`config.mk`:
```
export PLATFORM = sky130hd
export DESIGN_NAME = if_id_buffer
export DESIGN_NICKNAME = d
export VERILOG_FILES = /design/src/rtl/if_id_buffer.sv
export SDC_FILE = /design/constraint.sdc
export NUM_CORES = 1
export LEC_CHECK = 0
export CAP_MARGIN = 20
export CORE_MARGIN = 1
export CORE_UTILIZATION = 40
export CTS_CLUSTER_DIAMETER = 40
export DETAILED_ROUTE_END_ITERATION = 12
export GPL_ROUTABILITY_DRIVEN = 0
export GPL_TIMING_DRIVEN = 0
export PLACE_DENSITY = 0.68
export REMOVE_ABC_BUFFERS = 1
export SLEW_MARGIN = 25
export SYNTH_ARGS = -nofsm -noshare
export SYNTH_HDL_FRONTEND = slang
export SYNTH_SLANG_ARGS = --single-unit
export TNS_END_PERCENT = 20
```
`constraint.sdc`:
```
create_clock -name clk -period 13.3 [get_ports clk]
set_input_delay 2.66 -clock clk [delete_from_list [all_inputs] [get_ports clk]]
set_output_delay 2.66 -clock clk [all_outputs]
set_load 0.05 [all_outputs]
```
`src/rtl/if_id_buffer.sv`:
```
// if_id_buffer: in-order fetch->decode skid FIFO with redirect flush.
// Define IF_ID_BUFFER_PERF_CNT_EN to add stall/issue/flush performance counters.
module if_id_buffer #(
   parameter int DEPTH = 2,
   parameter int AW    = 3
) (
   input  logic        clk,
   input  logic        rst_n,
   input  logic [31:0] pc_if,
   input  logic        pc_if_valid,
   input  logic [31:0] instruction,
   input  logic        pc_if_err,
   output logic        pc_id_ready,
   input  logic        set_pc_valid,
   output logic        id_valid,
   output logic [31:0] id_pc,
   output logic [31:0] id_instr,
   output logic        id_err,
   output logic        id_compressed,
   input  logic        id_ready
`ifdef IF_ID_BUFFER_PERF_CNT_EN
   ,
   output logic [31:0] perf_stall_cnt,
   output logic [31:0] perf_issue_cnt,
   output logic [31:0] perf_flush_cnt
`endif
);
   localparam int IW = (DEPTH > 1) ? $clog2(DEPTH) : 1;
   typedef struct packed {
      logic [31:0] pc;
      logic [31:0] instr;
      logic        err;
   } entry_t;
   entry_t        mem_q [DEPTH];
   entry_t        mem_d [DEPTH];
   logic [AW-1:0] wr_ptr_q, wr_ptr_d, rd_ptr_q, rd_ptr_d, count_q, count_d;
   logic          push, pop;
   entry_t        head;
   // Outputs are gated by rst_n so nothing stale escapes during a reset cycle.
   assign pc_id_ready   = rst_n && (count_q < AW'(DEPTH));
   assign id_valid      = rst_n && (count_q != '0);
   assign head          = mem_q[rd_ptr_q[IW-1:0]];
   assign id_pc         = id_valid ? head.pc : '0;
   assign id_instr      = id_valid ? head.instr : '0;
   assign id_err        = id_valid && head.err;
   assign id_compressed = id_valid && (head.instr[1:0] != 2'b11);
   assign push          = pc_if_valid && pc_id_ready && !set_pc_valid;
   assign pop           = id_valid && id_ready && !set_pc_valid;
   always_comb begin
      mem_d = mem_q;
      if (push) mem_d[wr_ptr_q[IW-1:0]] = '{pc: pc_if, instr: instruction, err: pc_if_err};
      wr_ptr_d = set_pc_valid ? '0 :
                 !push ? wr_ptr_q :
                 (wr_ptr_q == AW'(DEPTH - 1)) ? '0 : wr_ptr_q + AW'(1);
      rd_ptr_d = set_pc_valid ? '0 :
                 !pop ? rd_ptr_q :
                 (rd_ptr_q == AW'(DEPTH - 1)) ? '0 : rd_ptr_q + AW'(1);
      count_d  = set_pc_valid ? '0 :
                 (push && !pop) ? count_q + AW'(1) :
                 (pop && !push) ? count_q - AW'(1) : count_q;
   end
   always_ff @(posedge clk) begin
      if (!rst_n) begin
         wr_ptr_q <= '0;
         rd_ptr_q <= '0;
         count_q  <= '0;
      end else begin
         wr_ptr_q <= wr_ptr_d;
         rd_ptr_q <= rd_ptr_d;
         count_q  <= count_d;
      end
   end
   // Storage needs no reset: unread slots are never exposed.
   always_ff @(posedge clk) mem_q <= mem_d;
`ifdef IF_ID_BUFFER_PERF_CNT_EN
   logic [31:0] stall_q, stall_d, issue_q, issue_d, flush_q, flush_d;
   always_comb begin
      stall_d = stall_q + 32'(pc_if_valid && !pc_id_ready);
      issue_d = issue_q + 32'(pop);
      flush_d = flush_q + 32'(set_pc_valid && (count_q != '0));
   end
   always_ff @(posedge clk) begin
      if (!rst_n) begin
         stall_q <= '0;
         issue_q <= '0;
         flush_q <= '0;
      end else begin
         stall_q <= stall_d;
         issue_q <= issue_d;
         flush_q <= flush_d;
      end
   end
   assign perf_stall_cnt = stall_q;
   assign perf_issue_cnt = issue_q;
   assign perf_flush_cnt = flush_q;
`endif
endmodule

```
== After elaboration in Yosys (flattened, before gate mapping) ==
Cells that the tools add are included.
Widths: inputs -> output; s select.

* Memories: 0
* Flip-flop bits (word level): 139
* Bits of input ports: 70
* ROM bits: 0
* Memory bits (writable): 0
* Output and inout bits: 68
* Latch bits: 0

* Equality and inequality tests: 3
* Add/sub/neg operators: 4
* Order comparisons: 4
* Reduce and logical (&&, ||, !) cells: 17
* Muxes and demuxes: 12
* Shift-type cells: 0
* Div/mod/pow operators: 0
* $mul: 0
* Bitwise gates (word level): 3

{| class="wikitable"
|+ Operators with widths
! cell !! number
|-
| $mux 65 || 4
|-
| $bwmux 130 || 1
|-
| $demux 65 s1 || 1
|-
| $mux 32 || 2
|-
| $mux 3 || 4
|-
| $logic_and 1x1->1 || 11
|-
| $add 3x1->3 const B || 3
|-
| $eq 3x1->1 const B || 2
|-
| $ge 2x2->1 const B || 2
|-
| $not 1->2 || 2
|-
| $logic_not 1->1 || 3
|-
| $lt 3x2->1 const B || 1
|-
| $reduce_bool 3->1 || 1
|-
| $sub 3x1->3 const B || 1
|-
| $lt 2x1->1 const B || 1
|-
| $ne 2x2->1 const B || 1
|-
| $reduce_bool 2->1 || 1
|-
| $reduce_or 2->1 || 1
|-
| $not 1->1 || 1
|}

== Longest topological paths before layout ==
* Depth in word-level cells: 8
* Depth in mapped cells: 9
* Mapped depth without buffers: 8

== Least setup slack after synthesis ==
No wires, ideal clock.

* Path kind: input -> output
* From: input rst_n
* To: output id_compressed
* Data required time: 10.640 ns
* Stages: 3
* Arrival: 4.141 ns
* Slack: 6.499 ns
* Path buffers: 1
* Cells stage by stage: nand2b_1 > buf_6 > a311oi_1

* Word-level cells in the longest chain between the ends: 2

{| class="wikitable"
|+ Ends and longest elaborated chain
! item !! line !! text
|-
| start, declared || 8 || <nowiki>input logic rst_n,</nowiki>
|-
| $logic_and 1x1->1 || 41 || <nowiki>assign id_valid = rst_n && (count_q != '0);</nowiki>
|-
| $logic_and 1x1->1 || 46 || <nowiki>assign id_compressed = id_valid && (head.instr[1:0] != 2'b11);</nowiki>
|-
| end, declared || 19 || <nowiki>output logic id_compressed,</nowiki>
|}

Every way passes these cells.

== Worst setup path after layout ==
Ends and elaborated chain as after synthesis.

==> flow_summary.yaml <==
timing:
  relSlewSlack_pct: 58.0
  period_minus_slack_ns: 7.48
  timing.setup.tns_ns: 0
  max_freq_mhz: 134
  finClkSkew_ns: 0.00364
  hold_violations: 0
  worst_slack_ns: 5.82
  finalCritPeriodShare_pct: 56.2
  rsz0062_at_grt: "no"
  drv_slew: 0
  finalSetupViolations: 0
  worst_pin_slew_ns: 0.628
cells_and_area:
  drive_above_1_share_pct: 7.87
  final_nets: 529
  final_common_cell: "clkdlybuf4s50_1"
  areaGrowthSynthToFinish_pct: 42.8
  design_area_sq_um: 7440
  n_antenna_cell: 0
  layout_common_cells: "137 x clkdlybuf4s50_1, 130 x edfxtp_1, 70 x nor2_1"
place:
  placed_area_sq_um: 6880
  pre_cts_slack_ns: 5.80
  hpwl_um: 6470
  port_buffers: 137
cts:
  cts_buffer_depth: 2
  post-cts-setup-buffers: 0
  clock_sinks: 135
  h-tree-depth: 4
  cts_buffers: 17
  root_buffer: "clkbuf_16"
  cts_hold_buf: 0
  ctsResizeCount: 0
  cts_tree: "built"
  clkSlewWorstSetupHoldPaths_ns: 0.05
  clock_latency_ns: 0.41
critical_path:
  cp-end-kind: "output port"
  cp_data_required_time_ns: 10.64
  start_kind: "input port"
  path_class: "input port to output port"
  critPathArrivalTime_ns: 4.82
  critPathMaxFanout: 51
drt:
  dr.pass1.iters: 4
  routed_wl_um: 10100
  post_drt_wl_per_cell_um: 15.7
  antenna_left: 0
  vias: 3026
  drtIter0Drc: 114
  viasPerCell: 4.71
  post-route-drc-count: 0
global_route:
  grt-ovfl-total: 0
  grt.total_usage_pct: 15.6
  grt_pass1_vias: 3104
  antenna_found_initial: 0
  grt_start_max_net_pins: 52
  grt_pass1_wl_um: 15200
run_status:
  status: "finished, final reports clean"
yosys:
  synth.distinct_cells: 26
  mappedNetlistArea_sq_um: 5210
  synth-seq-cells: 135
  synth_cells: 311
  yosysSeqAreaShare_pct: 76.9
  post_synth.cell_area_avg_sq_um: 16.7
  yosysWarnings: 0
die:
  rows: 41
  ios: 138
  dieHeight_um: 116
  design.die.area_sq_um: 13500
  die_w_um: 116
  start_util_pct: 41.1
  coreArea_sq_um: 12700
flow_run:
  cap_violations: 0
power:
  power_density_nw_per_um2: 134
  peakVddDrop_uv: 67.2
  p_leak_nw: 2.39
hold_path:
  min_path_type: "register to register"
-- final cells by class --
| type | instances | area (sq um) |
|---|---|---|
| sequential | 135 | 4010 |
| fill | 1009 | 5240 |
| clock inverter | 4 | 43.8 |
| clock buffer | 28 | 517 |
| inverter | 2 | 7.51 |
| tap | 172 | 215 |
| multi-input combinational | 158 | 1120 |
| timing repair buffer | 143 | 1530 |
-- routing by layer --
layer | GRT usage, % | part of all wire [%] | up-vias
met4 | 8.63 | 2.1 | 0
met1 | 18.3 | 43 | 1468
li1 | - | - | 1448
met2 | 25.8 | 49 | 92
met3 | 4.72 | 5.1 | 18
met5 | 0 | 0 | -
-- kinds of logic (layout without fill, tap and decap cells) --
| kind of cell | Yosys count | count (layout) | share of synthesized area, % |
|---|---|---|---|
| flops | 135 | 135 | 76.9 |
| simple gates | 82 | 82 | 6.56 |
| mux | 66 | 66 | 12.7 |
| buf+inv | 18 | 177 | 2.07 |
| compound gates | 4 | 4 | 0.504 |
| xor+xnor | 4 | 4 | 0.673 |
| fa+ha+maj | 2 | 2 | 0.625 |
-- metrics by stage --
stage | std cells | hold slack [ns] | utilization [%] | total power [mW]
after global routing | 642 | 0.623 | 58.7 | 1.03
final | 642 | 0.599 | 58.7 | 0.993
after global placement | 604 | 0.516 | 52.8 | 0.561
after CTS | 642 | 0.592 | 58.7 | 1.01
after detailed placement | 610 | 0.585 | 54.3 | 0.565
after floorplan | 295 | 0.498 | - | 0.524
-- worst paths after layout --
check	from	slack (ns)	depth (start not counted)	to
worst max-delay path	rst_n	5.82	5	id_compressed
worst min register to register	count_q[2]$_SDFFE_PP0P_	0.60	2	count_q[2]$_SDFFE_PP0P_
worst max register to register	count_q[1]$_SDFFE_PP0P_	11.02	8	count_q[2]$_SDFFE_PP0P_
worst min-delay path	count_q[2]$_SDFFE_PP0P_	0.60	2	count_q[2]$_SDFFE_PP0P_
-- state kept, by name (all words and copies together), names as in the netlist --
signal    cells
mem_q       130
count_q       3
wr_ptr_q      1
rd_ptr_q      1
-- worst max-delay path, stage by stage --
cell	delay (ns)
clkdlybuf4s50_1	0.56
nand2b_4	0.19
buf_16	0.25
a311oi_1	0.27
clkdlybuf4s50_1	0.86
-- synthesized netlist by cell type --
cell        n  share of area [%]
fa_1        1               0.38
nor3_2      1               0.19
and2_1      1               0.12
edfxtp_1  130                 75
buf_2       8               0.77
nor3b_1     2               0.29
a311oi_1    1               0.17
buf_6       1               0.22
xor2_1      3               0.50
nor2_1     70                5.0
ha_1        1               0.24
dfxtp_1     5                1.9
mux2i_1    66                 13
clkbuf_1    1              0.072
or3_1       1               0.12
inv_1       2               0.14
xnor2_1     1               0.17
a21oi_1     1              0.096
and3_1      1               0.12
o31ai_1     1               0.14
nand2b_1    2               0.24
o21ai_0     1              0.096
nor2b_1     2               0.24
nand2_1     1              0.072
or2_2       1               0.12
buf_4       6               0.86
-- power breakdown --
part	leakage, nW	switching (mW)	internal (mW)
Combinational	0.891	0.0400	0.0366
Sequential	1.22	0.00348	0.476
Clock	0.276	0.157	0.281
Power figures use the tool's default switching activity.
